$ cat config.mk
export PLATFORM = sky130hd
export DESIGN_NAME = fetch_sequencer
export DESIGN_NICKNAME = d
export VERILOG_FILES = /design/src/rtl/fetch_sequencer.sv
export SDC_FILE = /design/constraint.sdc
export NUM_CORES = 1
export LEC_CHECK = 0
export CAP_MARGIN = 0
export CORE_UTILIZATION = 25
export DETAILED_ROUTE_END_ITERATION = 16
export SLEW_MARGIN = 25
export SYNTH_ARGS = -nofsm -noshare
export SYNTH_HDL_FRONTEND = slang
export SYNTH_SLANG_ARGS = --single-unit
$ cat constraint.sdc
create_clock -name clk -period 2.45 [get_ports clk]
set_input_delay 0.49 -clock clk [delete_from_list [all_inputs] [get_ports clk]]
set_output_delay 0.49 -clock clk [all_outputs]
set_load 0.01 [all_outputs]
$ cat src/rtl/fetch_sequencer.sv
// Run-control and fetch-address sequencer feeding instr_ROM: starts on req, applies
// absolute/relative branches, holds on stall, halts at HALT_ADDR and keeps saturating counters.
module fetch_sequencer #(
  parameter int D         = 10,
  parameter int HALT_ADDR = 128,
  parameter int CYC_W     = 16
) (
  input  logic             clk,
  input  logic             reset,
  input  logic             req,
  input  logic             absjump_en,
  input  logic [D-1:0]     target,
  input  logic             reljump_en,
  input  logic [7:0]       rel_offset,
  input  logic             stall,
  output logic [D-1:0]     prog_ctr,
  output logic             fetch_valid,
  output logic             done,
  output logic [CYC_W-1:0] cycle_count,
  output logic [CYC_W-1:0] instr_count
);

  typedef enum logic [1:0] {
    IDLE = 2'd0,
    RUN  = 2'd1,
    HOLD = 2'd2,
    DONE = 2'd3
  } state_t;

  localparam logic [D-1:0] HALT_PC = D'(HALT_ADDR);

  state_t           state_r, state_nxt_s;
  logic [D-1:0]     pc_nxt_s, branch_pc_s;
  logic             fv_nxt_s, done_nxt_s;
  logic [CYC_W-1:0] cyc_nxt_s, ins_nxt_s;

  function automatic logic [CYC_W-1:0] sat_inc(input logic [CYC_W-1:0] v);
    logic [CYC_W-1:0] r;
    if (v == {CYC_W{1'b1}}) begin
      r = v;
    end else begin
      r = v + CYC_W'(1);
    end
    return r;
  endfunction

  // Address of the next instruction; absolute branch wins over relative.
  always_comb begin
    branch_pc_s = prog_ctr + D'(1);
    if (absjump_en) begin
      branch_pc_s = target;
    end else if (reljump_en) begin
      branch_pc_s = prog_ctr + D'($signed(rel_offset));
    end else begin
      branch_pc_s = prog_ctr + D'(1);
    end
  end

  // Next-state and next-output logic for the run-control FSM.
  always_comb begin
    state_nxt_s = state_r;
    pc_nxt_s    = prog_ctr;
    fv_nxt_s    = fetch_valid;
    done_nxt_s  = done;
    cyc_nxt_s   = cycle_count;
    ins_nxt_s   = instr_count;
    case (state_r)
      IDLE, DONE: begin
        if (req) begin
          state_nxt_s = RUN;
          pc_nxt_s    = '0;
          fv_nxt_s    = 1'b1;
          done_nxt_s  = 1'b0;
          cyc_nxt_s   = '0;
          ins_nxt_s   = '0;
        end else begin
          pc_nxt_s   = (state_r == DONE) ? HALT_PC : '0;
          fv_nxt_s   = 1'b0;
          done_nxt_s = (state_r == DONE);
        end
      end
      RUN: begin
        cyc_nxt_s = sat_inc(cycle_count);
        if (stall) begin
          state_nxt_s = HOLD;
          fv_nxt_s    = 1'b0;
        end else begin
          ins_nxt_s = sat_inc(instr_count);
          if (branch_pc_s == HALT_PC) begin
            state_nxt_s = DONE;
            pc_nxt_s    = HALT_PC;
            fv_nxt_s    = 1'b0;
            done_nxt_s  = 1'b1;
          end else begin
            pc_nxt_s = branch_pc_s;
            fv_nxt_s = 1'b1;
          end
        end
      end
      HOLD: begin
        // The held instruction is re-presented once the stall lifts.
        cyc_nxt_s = sat_inc(cycle_count);
        if (!stall) begin
          state_nxt_s = RUN;
          fv_nxt_s    = 1'b1;
        end else begin
          fv_nxt_s = 1'b0;
        end
      end
      default: begin
        state_nxt_s = IDLE;
        pc_nxt_s    = '0;
        fv_nxt_s    = 1'b0;
        done_nxt_s  = 1'b0;
        cyc_nxt_s   = '0;
        ins_nxt_s   = '0;
      end
    endcase
  end

  // State and registered outputs.
  always_ff @(posedge clk or posedge reset) begin
    if (reset) begin
      state_r     <= IDLE;
      prog_ctr    <= '0;
      fetch_valid <= 1'b0;
      done        <= 1'b0;
      cycle_count <= '0;
      instr_count <= '0;
    end else begin
      state_r     <= state_nxt_s;
      prog_ctr    <= pc_nxt_s;
      fetch_valid <= fv_nxt_s;
      done        <= done_nxt_s;
      cycle_count <= cyc_nxt_s;
      instr_count <= ins_nxt_s;
    end
  end

endmodule

==> flow_summary.ini <==
[yosys]
avgSynthCellArea_sq_um = 9.27
synthesis.yosys.warnings = 0
synth_edf_count = 0
synth_seq_cells = 46
synthDominantAreaCellType = sky130_fd_sc_hd__dfrtp_1
synth_cell_types = 57
synth_ff_type = sky130_fd_sc_hd__dfrtp_1
synthesis.nets = 367
asyncSetResetFlopFracSynth_pct = 100
post_synth_instance_area_sq_um = 3040
postSynthCellCount = 328
post_synth_main_area_contributors = sky130_fd_sc_hd__dfrtp_1, sky130_fd_sc_hd__xor2_1, sky130_fd_sc_hd__ha_1
yosysTopAreaCellShare_pct = 37.9
seq_area_frac_synth_pct = 37.9

[critical_path]
crit_path_start = reljump_en
regToRegStartpoint = prog_ctr[1]$_DFFE_PP0P_
setup.reg_to_reg.worst_slack_ps = 40
slowest_stage = sky130_fd_sc_hd__a2111oi_4
ff2ff_path_depth = 8
crit_path_cell_trace = buf_12 -> and2_4 -> ha_4 -> a211o_4 -> a2111oi_4 -> nor3_2 -> nor4_4 -> nand4b_1 -> buf_4 -> a31oi_1
worstPathRequired_ps = 2660
worstPathMaxFanout = 6
startpoint_to_endpoint_class_of_the_critical_path = input pin to register
worst_reg2reg_endpoint = state_r[0]$_DFFE_PP0P_
critPathMaxStageDelay_ps = 370
critical_path.startpoint_type = input pin
setup.worst_path.end_class = register
crit_arrival_ps = 2640
cp-endpoint = state_r[0]$_DFFE_PP0P_

[power_and_ir_drop]
vdd_ir_drop_max_uv = 506
leakagePower_nw = 2.02
p_clk_share_pct = 16.0
netSwitchingPower_mw = 1.61
total_power_mw = 4.06
power.density_cell_area_nw_per_um2 = 878
internal_cell_power_mw = 2.45
seqPwrFrac_pct = 27.5
p_comb_share_pct = 56.4
switching_share_pct = 39.6

[timing]
worst_slew_margin_rel_pct = 63.6
max_slew.worst_pin.slew_ps = 546
layout_setup_ws_ps = 18.1
setup_viol_count_final = 0
finalMaxSlewViolations = 0
period_minus_slack_ps = 2430
hold_viol = 0
achievable-frequency_ghz = 0.411
finalClockSkew_ps = 3.78
finalSetupTns_ps = 0
finalCritPeriodShare_pct = 99.3
grt_setup_unrepaired = true

[route]
post-route-drc-count = 4
drt-pass1-iter-count = 10
routed_wire_length_per_instance_um = 15.5
antenna_violating_nets_post_route = 0
drt_iter0_markers = 175
count_of_vias_placed_by_the_detailed_router = 2900
detail_route.wirelength_um = 8970
vias_per_instance = 5.00

[outcome]
violated_checks = DRC
run_status = complete, but fails checks

[global_route]
grt_overflow = 0
antenna_found_initial = 0
grt_max_degree = 40
grt_pass1_vias = 2833
grtUsageTotal_pct = 14.0
grt_pass1_wl_um = 14200

[clock_tree]
number_of_h_tree_levels = 2
tritoncts = built
clock_path_buffers = 2
numClockSinks = 46
clkTransAtPathRegs_ps = 60
clk_root_buffer_cell = sky130_fd_sc_hd__clkbuf_16
insertion_delay_ps = 290
cts_inserted_buffers = 5
cts-hold-fix-buffers = 0

[final_layout]
multi_input_area_sq_um = 2040
mostFrequentLayoutCells = sky130_fd_sc_hd__clkdlybuf4s50_1, sky130_fd_sc_hd__dfrtp_1, sky130_fd_sc_hd__buf_4
filler_cell_count = 1169
design.final.nets = 476
drive_gt1_share_pct = 24.0
antenna_cells = 0
area_growth_syn_to_layout_pct = 52.3
final-seq-area_sq_um = 1150
layout_commonest_cell = sky130_fd_sc_hd__clkdlybuf4s50_1
finalNonFillerCells = 580

[die]
die_area_sq_um = 12600
pin_count = 68
initial_core_utilization_pct = 26.2
die_y_um = 112
std_cell_rows = 39
core_area_sq_um = 11600
fp.dieW_um = 112

[flow_run]
cap_viol_max_count = 0

[placed_design]
worst_slack_placed_ps = -773
placed_cell_count = 570
gp_routability_congestion = 0.889
detailedPlacementHpwl_um = 6420
io_buffer_count = 67

[min_path]
hold_class = input pin to asynchronous set/reset pin
[final cells by class]
class                      instances  area share (%)
clock buffer                       5            2.70
timing repair buffer             116            23.2
clock inverter                     2           0.216
tap                              143            3.87
sequential                        46            24.9
multi-input combinational        256            44.2
inverter                          12           0.973
[repair_timing]
| item | in CTS | in global routing |
|---|---|---|
| setup endpoints to repair | 10 | 5 |
| setup buffers | 3 | 0 |
| pin swaps | 20 | 24 |
| resized for setup | 40 | 23 |
| cloned | 0 | 0 |
| endpoints found under the hold margin | 0 | 0 |
[power groups by stage]
stage / Combinational [mW] / Clock, mW / Sequential, mW
after floorplan: 1.13 / 0 / 1.14
after global placement: 2.02 / 0 / 1.11
after detailed placement: 2.04 / 0 / 1.11
after CTS: 2.20 / 0.671 / 1.11
after global routing: 2.48 / 0.703 / 1.15
final: 2.29 / 0.652 / 1.12
[cell families (layout without fill, tap and decap cells)]
| logic type | count (synthesis) | count (layout) | share of synthesized area [%] |
|---|---|---|---|
| AO/OA/AOI/OAI | 76 | 76 | 18.4 |
| flip-flops | 46 | 46 | 37.9 |
| adder cells (fa/ha/maj) | 15 | 15 | 6.42 |
| multiplexers | 9 | 9 | 3.01 |
| buffers and inverters | 26 | 135 | 4.12 |
| AND/OR/NAND/NOR | 133 | 133 | 23.5 |
| XOR/XNOR | 23 | 23 | 6.63 |
[cell usage after synthesis (all sizes together), types with 11 or more instances]
library cell / count
nand4: 11
o21ai: 16
nand3: 11
a21oi: 12
inv: 12
dfrtp: 46
nor2: 32
xor2: 21
ha: 14
nand2: 22
and2: 13
[critical path: cells and delay by family]
kind / cells / cell delay [ps]
AO/OA/AOI/OAI: 3 / 870
adder cells (fa/ha/maj): 1 / 240
buffers and inverters: 2 / 290
AND/OR/NAND/NOR: 4 / 770
[routing by layer]
metal / share of wire, % / wire length [um] / GRT usage [%] / vias up
met3: 4.5 / 404 / 2.27 / 13
met1: 48 / 4290 / 19.6 / 1410
li1: - / - / - / 1411
met5: 0 / 0 / 0 / -
met4: 2.1 / 192 / 4.71 / 0
met2: 46 / 4080 / 21.9 / 66
[sequential cells by signal (all words and copies together) (netlist names)]
name and flops:
state_r 2, prog_ctr 10, fetch_valid 1, cycle_count 16
done 1, instr_count 16
[worst min path at each step]
| stage | start | endpoint | slack, ps | cells after the start |
|---|---|---|---|---|
| floorplan | cycle_count[12]$_DFFE_PP0P_ | cycle_count[12]$_DFFE_PP0P_ | 520 | 1 |
| global placement | cycle_count[12]$_DFFE_PP0P_ | cycle_count[12]$_DFFE_PP0P_ | 510 | 1 |
| detailed placement | cycle_count[12]$_DFFE_PP0P_ | cycle_count[12]$_DFFE_PP0P_ | 510 | 1 |
| CTS | reset | cycle_count[15]$_DFFE_PP0P_ | 430 | 2 |
| global route | reset | cycle_count[9]$_DFFE_PP0P_ | 450 | 2 |
| finish | reset | cycle_count[15]$_DFFE_PP0P_ | 420 | 2 |
[metrics by stage]
| stage | hold slack (ps) | utilization (%) | cell area, sq um |
|---|---|---|---|
| 5_1_grt | 448 | 39.9 | 4630 |
| 2_1_floorplan | 522 | - | 3090 |
| 3_3_place_gp | 508 | 36.3 | 4210 |
| 6_report | 424 | 39.9 | 4630 |
| 3_5_place_dp | 515 | 36.3 | 4210 |
| 4_1_cts | 430 | 39.1 | 4540 |
Note: power is estimated with default switching activity, not from simulation.
==> variant: new RTL, same flow settings <==
Add an input register stage for `target` and `rel_offset`, without a reset; this delays them by one clock. The other inputs are not delayed to match.
--- a/src/rtl/fetch_sequencer.sv
+++ b/src/rtl/fetch_sequencer.sv
@@ -29,6 +29,14 @@
 
   localparam logic [D-1:0] HALT_PC = D'(HALT_ADDR);
 
+  logic [D-1:0] target_q;
+  logic [7:0] rel_offset_q;
+
+  always_ff @(posedge clk) begin
+    target_q     <= target;
+    rel_offset_q <= rel_offset;
+  end
+
   state_t           state_r, state_nxt_s;
   logic [D-1:0]     pc_nxt_s, branch_pc_s;
   logic             fv_nxt_s, done_nxt_s;
@@ -48,9 +56,9 @@
   always_comb begin
     branch_pc_s = prog_ctr + D'(1);
     if (absjump_en) begin
-      branch_pc_s = target;
+      branch_pc_s = target_q;
     end else if (reljump_en) begin
-      branch_pc_s = prog_ctr + D'($signed(rel_offset));
+      branch_pc_s = prog_ctr + D'($signed(rel_offset_q));
     end else begin
       branch_pc_s = prog_ctr + D'(1);
     end
Formal check against the unedited RTL: not equivalent (Yosys sat finds a counterexample within 4 cycles, from zero or initial values and one cycle with reset high).
==> variant against the original RTL <==
  * The run ends with negative setup slack left
  * Critical path depth fell by 1
  * Register-to-register slack worse by 0.11 ns
  * Routed wire length is 0.39% lower
  * Cell area is 10% higher
  * Total power rose by 22%
  * Area after synthesis increased by 13%
  * Setup slack got worse by 0.090 ns
  * First-iteration DRC count up 3.4%
  * Worst hold slack gained 0.078 ns
  * Sequential cell count rose by 18
  * Combinational power decreased by 6%
  * Final cell count grew 16%
  * Critical endpoint is now fetch_valid$_DFF_PP0_
==> variant: results (changes against the original RTL) <==
- WP data arrival: 2.74 ns (+0.10 ns)
- Area post-placement: 4710 sq um (+12%)
- Largest net degree at the start of global routing: 23 (-43%)
- Clk_skew: 0.00511 ns (+0.00132 ns)
- R2R Path Start: rel_offset_q[1]$_DFF_P_
- DR pass1 iterations: 4 (-6)
- Pwr Total: 4.96 mW (+22%)
- DRT iter0 DRCs: 181 (+3.4%)
- Placement Setup Slack: -0.841 ns (-0.0676 ns)
- Worst-Margin Slew: 0.587 ns (+0.0416 ns)
- Worst-case reg-to-reg path depth: 9 (+1)
- P_seq: 1.39 mW (+24%)
- Asr flop ratio synth: 71.9% (-28 points)
- Post-DP HPWL: 6750 um (+5.2%)
- Layout Nets: 529 (+11%)
- Largest registers: cycle_count x16, instr_count x16
- Compound-gate portion of the synthesized area: 17.9% (-0.52 points)
- Commonest cells post-synth: 46 x dfrtp_1, 41 x nor2_1, 35 x nand2_1, 28 x o21ai_0, 18 x dfxtp_1
- Slowest stage delay, CP: 0.34 ns (-0.03 ns)
- Setup total negative slack: -0.189 ns (-0.189 ns)
- Adder-cell share of the synthesized area: 5.67% (-0.75 points)
- Mux share of post-synthesis cell area: 2.44% (-0.57 points)
- Multi-In Gates: 279 (+9.0%)
- Clock network fraction of total power: 28.7% (+13 points)
- Multi-input gate area: 1890 sq um (-7.3%)
- Net count after synthesis: 405 (+10%)
- Synth area leaders: dfrtp_1 33%, dfxtp_1 10%, ha_1 5.1%, nor2_1 4.5%, o21ai_0 4.1%
- Flop2flop setup slack: -0.07 ns (-0.11 ns)
- # clk buffers: 14 (+9)
- Final setup margin: -0.0719 ns (-0.0900 ns)
- Post-CTS sizing: 7 (-83%)
- CTS buffer count: 9 (+4)
- Status: complete, but fails checks
- Worst hold slack: 0.501 ns (+0.0778 ns)
- Wire per inst: 13.3 um (-14%)
- Sequential cell area share: 29.6% (+4.7 points)
- Average cell area after synthesis: 9.40 sq um (+1.5%)
- First-pass GRT wire length: 15000 um (+5.4%)
- Clock latency on the worst-skew pair: 0.33 ns (+0.04 ns)
- Final setup fails: 4 (+4)
- Switching Fraction: 33.7% (-5.9 points)
- Leakage: 2.19 nW (+8.6%)
- Synth Area in XOR/XNOR: 4.58% (-2.0 points)
- Vias in the first global route: 3099 (+9.4%)
- Design area: 5100 sq um (+10%)
- Fill count: 1361 (+16%)
- Cells after DPL: 654 (+15%)
- Post-synth cell types: 60 (+5.3%)
- Failing checks: negative setup slack
- Sequential element share of the synthesized area: 43.9% (+6.0 points)
- Reg-to-reg endpoint: fetch_valid$_DFF_PP0_
- Cell row count: 42 (+7.7%)
- Vias/cell: 4.68 (-6.3%)
- Clock-cell share: 6.55% (+3.6 points)
- Buffering overhead: 21.6% (-1.6 points)
- Peak supply drop: 0.000446 V (-12%)
- Seq cells post-synth: 64 (+39%)
- H-tree depth: 3 (+1)
- Inverters: 11 (-1)
- Layout cells sized above 1: 20.2% (-3.8 points)
## variant: worst max-delay path by stage
stage                             to               startpoint
6_report       fetch_valid$_DFF_PP0_  rel_offset_q[1]$_DFF_P_
2_1_floorplan  fetch_valid$_DFF_PP0_               reljump_en
4_1_cts        fetch_valid$_DFF_PP0_  prog_ctr[0]$_DFFE_PP0P_
3_5_place_dp   fetch_valid$_DFF_PP0_               reljump_en
5_1_grt        fetch_valid$_DFF_PP0_  rel_offset_q[1]$_DFF_P_
3_3_place_gp   fetch_valid$_DFF_PP0_               reljump_en
## variant: per-layer routing
layer	vias to the layer above	track usage, %	part of all wire, %
li1	1578	-	-
met5	-	0	0
met3	7	4.31	4.3
met2	66	21.5	47
met4	0	3.36	0.84
met1	1492	17.3	48
## variant: kinds of logic (layout without fill, tap and decap cells)
logic type | Yosys count | after routing
simple gates | 149 | 149
fa+ha+maj | 15 | 15
flops | 64 | 64
compound gates | 89 | 89
xor+xnor | 18 | 18
mux | 8 | 8
buf+inv | 23 | 152
